**src/rtl/p_cache_arbiter_if.sv**
```systemverilog
`default_nettype none
//------------------------------------------------------------------------------
// Module   : p_cache_arbiter_if
// Purpose  : Bundles the I-cache miss port, the D-cache miss/writeback port and
//            the physical-memory (cacheline adaptor) port shared by both.
// Modports : slave  - the arbiter's view (cache requests and memory response
//                     in, cache responses and memory command out)
//            master - the surrounding caches plus memory, the mirror image
// Params   : ADDR_W - line address width, LINE_W - cacheline width
// Revision : 1.0 - initial release
//------------------------------------------------------------------------------
interface p_cache_arbiter_if #(
   parameter int ADDR_W = 32,
   parameter int LINE_W = 256
);
   // I-cache side
   logic              i_pmem_read;
   logic [ADDR_W-1:0] i_pmem_address;
   logic [LINE_W-1:0] i_pmem_rdata;
   logic              i_pmem_resp;
   // D-cache side
   logic              d_pmem_read;
   logic              d_pmem_write;
   logic [ADDR_W-1:0] d_pmem_address;
   logic [LINE_W-1:0] d_pmem_wdata;
   logic [LINE_W-1:0] d_pmem_rdata;
   logic              d_pmem_resp;
   // Physical-memory side
   logic              pmem_read;
   logic              pmem_write;
   logic [ADDR_W-1:0] pmem_address;
   logic [LINE_W-1:0] pmem_wdata;
   logic [LINE_W-1:0] pmem_rdata;
   logic              pmem_resp;

   modport slave (
      input  i_pmem_read, i_pmem_address,
      input  d_pmem_read, d_pmem_write, d_pmem_address, d_pmem_wdata,
      input  pmem_rdata, pmem_resp,
      output i_pmem_rdata, i_pmem_resp,
      output d_pmem_rdata, d_pmem_resp,
      output pmem_read, pmem_write, pmem_address, pmem_wdata
   );

   modport master (
      output i_pmem_read, i_pmem_address,
      output d_pmem_read, d_pmem_write, d_pmem_address, d_pmem_wdata,
      output pmem_rdata, pmem_resp,
      input  i_pmem_rdata, i_pmem_resp,
      input  d_pmem_rdata, d_pmem_resp,
      input  pmem_read, pmem_write, pmem_address, pmem_wdata
   );
endinterface
`default_nettype wire

```
**src/rtl/p_cache_arbiter.sv**
```systemverilog
`default_nettype none
//------------------------------------------------------------------------------
// Module   : p_cache_arbiter
// Purpose  : Shares one physical-memory port between the I-cache line-fill
//            path and the D-cache fill/writeback path. The winner's command
//            is latched at grant, held on the memory port until pmem_resp,
//            and the response pulse is routed back to that requester. Ties
//            are broken round-robin; a dead TURN cycle follows every
//            transaction so the served requester can drop its level.
// Ports    : clk          - clock, all state on rising edge
//            rst          - asynchronous active-low reset
//            bus          - p_cache_arbiter_if.slave (cache and memory ports)
//            busy         - high whenever the arbiter is not IDLE
//            protocol_err - sticky, D read and write seen together at grant
// Revision : 1.0 - initial release
//------------------------------------------------------------------------------
module p_cache_arbiter #(
   parameter int ADDR_W = 32,
   parameter int LINE_W = 256
) (
   input  logic              clk,
   input  logic              rst,
   p_cache_arbiter_if.slave  bus,
   output logic              busy,
   output logic              protocol_err
);

   typedef enum logic [1:0] {
      ST_IDLE    = 2'd0,
      ST_SERVE_I = 2'd1,
      ST_SERVE_D = 2'd2,
      ST_TURN    = 2'd3
   } state_t;

   localparam logic GRANT_I = 1'b0;
   localparam logic GRANT_D = 1'b1;

   state_t            state_q,        state_d;
   logic              last_grant_q,   last_grant_d;
   logic [ADDR_W-1:0] cmd_addr_q,     cmd_addr_d;
   logic [LINE_W-1:0] cmd_wdata_q,    cmd_wdata_d;
   logic              cmd_write_q,    cmd_write_d;
   logic              protocol_err_q, protocol_err_d;

   logic w_i_req;
   logic w_d_req;
   logic w_grant_i;
   logic w_grant_d;
   logic w_pmem_read;
   logic w_pmem_write;
   logic w_i_resp;
   logic w_d_resp;

   assign w_i_req = bus.i_pmem_read;
   assign w_d_req = bus.d_pmem_read | bus.d_pmem_write;

   // Exactly one grant whenever any request is pending: a lone requester
   // always wins, and on a tie the side not granted last time wins.
   assign w_grant_i = w_i_req & (~w_d_req | (last_grant_q == GRANT_D));
   assign w_grant_d = w_d_req & (~w_i_req | (last_grant_q == GRANT_I));

   always_ff @(posedge clk or negedge rst) begin
      if (!rst) begin
         state_q        <= ST_IDLE;
         last_grant_q   <= GRANT_D;
         cmd_addr_q     <= '0;
         cmd_wdata_q    <= '0;
         cmd_write_q    <= 1'b0;
         protocol_err_q <= 1'b0;
      end else begin
         state_q        <= state_d;
         last_grant_q   <= last_grant_d;
         cmd_addr_q     <= cmd_addr_d;
         cmd_wdata_q    <= cmd_wdata_d;
         cmd_write_q    <= cmd_write_d;
         protocol_err_q <= protocol_err_d;
      end
   end

   always_comb begin
      state_d        = state_q;
      last_grant_d   = last_grant_q;
      cmd_addr_d     = cmd_addr_q;
      cmd_wdata_d    = cmd_wdata_q;
      cmd_write_d    = cmd_write_q;
      protocol_err_d = protocol_err_q;
      w_pmem_read    = 1'b0;
      w_pmem_write   = 1'b0;
      w_i_resp       = 1'b0;
      w_d_resp       = 1'b0;

      case (state_q)
         ST_IDLE: begin
            if (w_grant_i) begin
               state_d      = ST_SERVE_I;
               last_grant_d = GRANT_I;
               cmd_addr_d   = bus.i_pmem_address;
               cmd_wdata_d  = '0;
               cmd_write_d  = 1'b0;
            end else if (w_grant_d) begin
               state_d      = ST_SERVE_D;
               last_grant_d = GRANT_D;
               cmd_addr_d   = bus.d_pmem_address;
               cmd_wdata_d  = bus.d_pmem_wdata;
               // Write takes priority when the D-cache raises both levels;
               // the illegal combination is remembered until reset.
               cmd_write_d  = bus.d_pmem_write;
               if (bus.d_pmem_read && bus.d_pmem_write) begin
                  protocol_err_d = 1'b1;
               end
            end
         end

         ST_SERVE_I: begin
            w_pmem_read  = ~cmd_write_q;
            w_pmem_write = cmd_write_q;
            if (bus.pmem_resp) begin
               w_i_resp = 1'b1;
               state_d  = ST_TURN;
            end
         end

         ST_SERVE_D: begin
            w_pmem_read  = ~cmd_write_q;
            w_pmem_write = cmd_write_q;
            if (bus.pmem_resp) begin
               w_d_resp = 1'b1;
               state_d  = ST_TURN;
            end
         end

         ST_TURN: begin
            state_d = ST_IDLE;
         end

         default: begin
            state_d = ST_IDLE;
         end
      endcase
   end

   assign bus.pmem_read    = w_pmem_read;
   assign bus.pmem_write   = w_pmem_write;
   assign bus.pmem_address = cmd_addr_q;
   assign bus.pmem_wdata   = cmd_wdata_q;
   assign bus.i_pmem_resp  = w_i_resp;
   assign bus.d_pmem_resp  = w_d_resp;

   // Read data is a plain mirror; only the resp pulses qualify it.
   assign bus.i_pmem_rdata = bus.pmem_rdata;
   assign bus.d_pmem_rdata = bus.pmem_rdata;

   assign busy         = (state_q != ST_IDLE);
   assign protocol_err = protocol_err_q;

endmodule
`default_nettype wire

```
**src/flat_wrapper.sv**
```systemverilog
// flat-port wrapper written by rule: the top's interface ports become plain ports
module p_cache_arbiter_flat 
#(
   parameter int ADDR_W = 32,
   parameter int LINE_W = 256
)
  (clk, rst, busy, protocol_err, bus_i_pmem_read, bus_i_pmem_address, bus_d_pmem_read, bus_d_pmem_write, bus_d_pmem_address, bus_d_pmem_wdata, bus_pmem_rdata, bus_pmem_resp, bus_i_pmem_rdata, bus_i_pmem_resp, bus_d_pmem_rdata, bus_d_pmem_resp, bus_pmem_read, bus_pmem_write, bus_pmem_address, bus_pmem_wdata);
  p_cache_arbiter_if #(.ADDR_W(ADDR_W), .LINE_W(LINE_W)) bus_i ();
  input  logic clk;
  input  logic rst;
  output logic busy;
  output logic protocol_err;
  input wire logic [$bits(bus_i.i_pmem_read)-1:0] bus_i_pmem_read;
  input wire logic [$bits(bus_i.i_pmem_address)-1:0] bus_i_pmem_address;
  input wire logic [$bits(bus_i.d_pmem_read)-1:0] bus_d_pmem_read;
  input wire logic [$bits(bus_i.d_pmem_write)-1:0] bus_d_pmem_write;
  input wire logic [$bits(bus_i.d_pmem_address)-1:0] bus_d_pmem_address;
  input wire logic [$bits(bus_i.d_pmem_wdata)-1:0] bus_d_pmem_wdata;
  input wire logic [$bits(bus_i.pmem_rdata)-1:0] bus_pmem_rdata;
  input wire logic [$bits(bus_i.pmem_resp)-1:0] bus_pmem_resp;
  output wire logic [$bits(bus_i.i_pmem_rdata)-1:0] bus_i_pmem_rdata;
  output wire logic [$bits(bus_i.i_pmem_resp)-1:0] bus_i_pmem_resp;
  output wire logic [$bits(bus_i.d_pmem_rdata)-1:0] bus_d_pmem_rdata;
  output wire logic [$bits(bus_i.d_pmem_resp)-1:0] bus_d_pmem_resp;
  output wire logic [$bits(bus_i.pmem_read)-1:0] bus_pmem_read;
  output wire logic [$bits(bus_i.pmem_write)-1:0] bus_pmem_write;
  output wire logic [$bits(bus_i.pmem_address)-1:0] bus_pmem_address;
  output wire logic [$bits(bus_i.pmem_wdata)-1:0] bus_pmem_wdata;
  assign bus_i.i_pmem_read = bus_i_pmem_read;
  assign bus_i.i_pmem_address = bus_i_pmem_address;
  assign bus_i.d_pmem_read = bus_d_pmem_read;
  assign bus_i.d_pmem_write = bus_d_pmem_write;
  assign bus_i.d_pmem_address = bus_d_pmem_address;
  assign bus_i.d_pmem_wdata = bus_d_pmem_wdata;
  assign bus_i.pmem_rdata = bus_pmem_rdata;
  assign bus_i.pmem_resp = bus_pmem_resp;
  assign bus_i_pmem_rdata = bus_i.i_pmem_rdata;
  assign bus_i_pmem_resp = bus_i.i_pmem_resp;
  assign bus_d_pmem_rdata = bus_i.d_pmem_rdata;
  assign bus_d_pmem_resp = bus_i.d_pmem_resp;
  assign bus_pmem_read = bus_i.pmem_read;
  assign bus_pmem_write = bus_i.pmem_write;
  assign bus_pmem_address = bus_i.pmem_address;
  assign bus_pmem_wdata = bus_i.pmem_wdata;
  p_cache_arbiter #(.ADDR_W(ADDR_W), .LINE_W(LINE_W)) u_core (.clk(clk), .rst(rst), .bus(bus_i), .busy(busy), .protocol_err(protocol_err));
endmodule
```
**config.mk**
```make
export PLATFORM = sky130hd
export DESIGN_NAME = p_cache_arbiter_flat
export DESIGN_NICKNAME = d
export VERILOG_FILES = /design/src/rtl/p_cache_arbiter_if.sv /design/src/rtl/p_cache_arbiter.sv /design/src/flat_wrapper.sv
export SDC_FILE = /design/constraint.sdc
export NUM_CORES = 1
export LEC_CHECK = 0
export CORE_AREA = 2 2 543 545
export DETAILED_ROUTE_END_ITERATION = 6
export DIE_AREA = 0 0 545 547
export PLACE_DENSITY = 0.35
export SLEW_MARGIN = 20
export SYNTH_ARGS = -nofsm -noshare
export SYNTH_HDL_FRONTEND = slang
export SYNTH_SLANG_ARGS = --single-unit
```
**constraint.sdc**
```tcl
create_clock -name clk -period 1.6 [get_ports clk]
set_input_delay 0.16 -clock clk [delete_from_list [all_inputs] [get_ports clk]]
set_output_delay 0.16 -clock clk [all_outputs]
set_load 0.005 [all_outputs]
```
==> results.toml <==
[drt]
viasPerCell = 2.17
drc = 0
ant_nets = 0
drt-initial-drc-count = 640
via_count = 12293
drtPass1Iterations = 5
wl_mm = 147
wire_per_inst_um = 25.9

[global_routing]
grt_pass1_vias = 12925
grt_antenna_before_repair = 59
grt_start_max_net_pins = 75
grt_use_total_pct = 9.19
grt_overflow_total = 0
grt_first_pass_wirelength_mm = 170

[yosys]
async_flop_share_pct = 100
synth_top_area_share_pct = 49.9
ys_ff_latch = 293
seq_area_frac_synth_pct = 50.0
synthTopCellsByArea = "dfrtp_1 50%, buf_4 26%, a22o_1 15%"
syn-num-nets = 1884
ys_warn_count = 0
syn_avg_cell_area_um2 = 11.3
synthFlopType = "dfrtp_1"
yosysMostFrequentCell = "buf_4"
synth_edf_count = 0
synth_cell_types = 28
synth.cell_area_mm2 = 0.0147
synthCells = 1298
ys_top_cells_by_count = "512 x buf_4, 292 x dfrtp_1, 256 x a22o_1, 57 x buf_2"
synth_top_area_cell = "dfrtp_1"

[setup_path]
arrival_ns = 2.52
crit_required_ns = 2.18
crit_type = "reg -> reg"
rrSetupSlack_ns = -0.34
r2r_cells = 6
endpoint_kind = "register"
cp_max_fo = 3
critPathLaunchType = "register"

[sta]
finalCriticalPeriod_ns = 1.94
finalHoldViolCount = 0
max-slew-margin-rel_pct = 36.0
rsz0062_at_grt = "yes"
finalClockSkew_ns = 0.0270
tightest_slew_ns = 0.960
setup_viol = 273
final_max_slew_viol_count = 0
max_clock_freq_mhz = 516
fin_crit_sh_pct = 121
fin_ws_ns = -0.338

[finish]
fin_nets = 2290
area_growth_pct = 85.0
final_cells = 5669
drive_gt1_share_pct = 29.8
seq_area_mm2 = 0.00735
fillers = 33686
multi_input_area_mm2 = 0.00349
final_area_mm2 = 0.0271

[power]
p_comb_share_pct = 50.7
seqPwrFrac_pct = 26.6
powerDensity_mw_per_mm2 = 1820
p_total_mw = 49.4
pwr-share-clk_pct = 22.6
p_switching_mw = 20.7
leakagePower_nw = 11.0
peakVddDrop_mv = 0.877
switching_share_pct = 41.9
intPower_mw = 28.7

[min_path]
hold_class = "in -> reg"
min_path_cells = 2

[clock_network]
cts_sinks = 293
cts_tree = "done"
numCtsBuffers = 47
h-tree-depth = 2
cts.reportedPaths.clkPinSlew_ns = 0.06
clockRootBuffer = "clkbuf_16"
clk_latency_ns = 0.71
cts_buffer_depth = 3

[placed_design]
dp.cells = 5312
dpl.hpwl_mm = 120
port_buffers = 619
gp_congestion = 0.761
preCtsSetupSlack_ns = -0.499
place_area_mm2 = 0.0222

[floorplan]
num_io_pins = 1388
coreArea_mm2 = 0.293
die_w_um = 545
rows = 199
fp.dieH_um = 547
die-area_mm2 = 0.298
start_util_pct = 5.01

[flow_run]
maxCapViolCount = 0

[run_status]
violations = "negative setup slack"
status = "finished with violations"
==> through the flow <==
step / setup TNS, ns / hold slack (ns) / util, %
2_1_floorplan: 0 / -0.136 / -
3_3_place_gp: -119.52 / 0.0817 / 7.59
3_5_place_dp: -120.12 / 0.0845 / 7.59
4_1_cts: -82.20 / 0.000104 / 8.82
5_1_grt: -82.90 / 0.0330 / 9.26
6_report: -55.00 / 0.0939 / 9.27
==> worst paths after layout <==
| check | startpoint | endpoint |
|---|---|---|
| worst max-delay path | u_core.state_q[1] | u_core.state_q[1] |
| min in group asynchronous | rst | u_core.bus.pmem_address[15] |
| worst min register to register | u_core.bus.pmem_wdata[15] | u_core.bus.pmem_wdata[15] |
| max in group asynchronous | rst | u_core.protocol_err |
| worst max register to register | u_core.state_q[1] | u_core.state_q[1] |
| worst min-delay path | bus_d_pmem_wdata[46] | u_core.bus.pmem_wdata[46] |
==> layer usage <==
metal  vias up  global-route usage, %  wire length [um]
met4        17                   5.00              9420
met1      5872                   8.59             48300
met2       992                   12.6             57400
met3       490                   9.29             31300
li1       4922                      -                 -
met5         -                   1.17               427
==> state kept, by name (all words and copies together), names as in the netlist <==
signal,cells
u_core.bus.pmem_wdata,256
u_core.last_grant_q,1
u_core.cmd_write_q,1
u_core.bus.pmem_address,32
u_core.protocol_err,1
u_core.state_q,2
==> critical path, stage by stage, from the launching register on <==
cell,delay (ns)
dfrtp_1,0.39
inv_2,0.09
ha_4,0.21
buf_4,0.17
a32oi_1,0.41
buf_4,0.23
mux2_2,0.32
==> placed cells by master, fill, tap and decap left out, drive strengths merged <==
cell           Yosys  layout
dfrtp            292     292
o21ai             32      32
clkinvlp           0       7
nor3b              1       1
nor2b              2       2
o31a               1       1
nor2              34      34
inv                5      10
dfstp              1       1
o21bai             1       1
dlymetal6s4s       0       1
a32oi              1       1
clkdlybuf4s50      0     323
mux2i              1       1
dlygate4sd3        0     186
and2               3       3
nand3              1       1
o21ba              1       1
buf              570     336
bufinv             0       4
a31oi             34      34
a21oi             32      32
clkdlybuf4s15      0      22
a41o               1       1
o31ai              1       1
clkbuf            19      76
diode              0       9
nand2              3       3
a22o             256     256
a21o               1       1
mux2               1       1
ha                 4       4
clkinv             0      12
dlymetal6s2s       0      60
==> timing repair <==
action / in CTS / in global routing
cloned: 11 / 22
resized for setup: 730 / 189
endpoints found under the hold margin: 478 / 0
hold buffers: 187 / 0
endpoints found under the setup margin: 514 / 382
pin swaps: 14 / 50
buffers inserted: 25 / 26
==> power by group through the flow <==
| stage | logic, mW | registers, mW | clock network [mW] |
|---|---|---|---|
| 2_1_floorplan | 7.01 | 12.6 | 0 |
| 3_3_place_gp | 22.4 | 13.2 | 0 |
| 3_5_place_dp | 22.5 | 13.2 | 0 |
| 4_1_cts | 23.9 | 13.1 | 11.8 |
| 5_1_grt | 27.9 | 13.5 | 12.0 |
| 6_report | 25.0 | 13.2 | 11.2 |
==> area by class of cell <==
| cell class | instances | share of cell area (%) |
|---|---|---|
| inverter | 5 | 0.0969 |
| clock buffer | 58 | 4.75 |
| timing repair buffer | 946 | 35.8 |
| sequential | 293 | 27.1 |
| multi-input combinational | 411 | 12.9 |
| clock inverter | 28 | 1.19 |
| antenna | 9 | 0.0831 |
| tap | 3919 | 18.1 |
==> kinds of logic after synthesis <==
family / synth area share (%)
flops: 50.0
buf+inv: 28.8
simple gates: 1.28
fa+ha+maj: 0.342
compound gates: 19.4
mux: 0.145
Note: power is estimated with default switching activity, not from simulation.
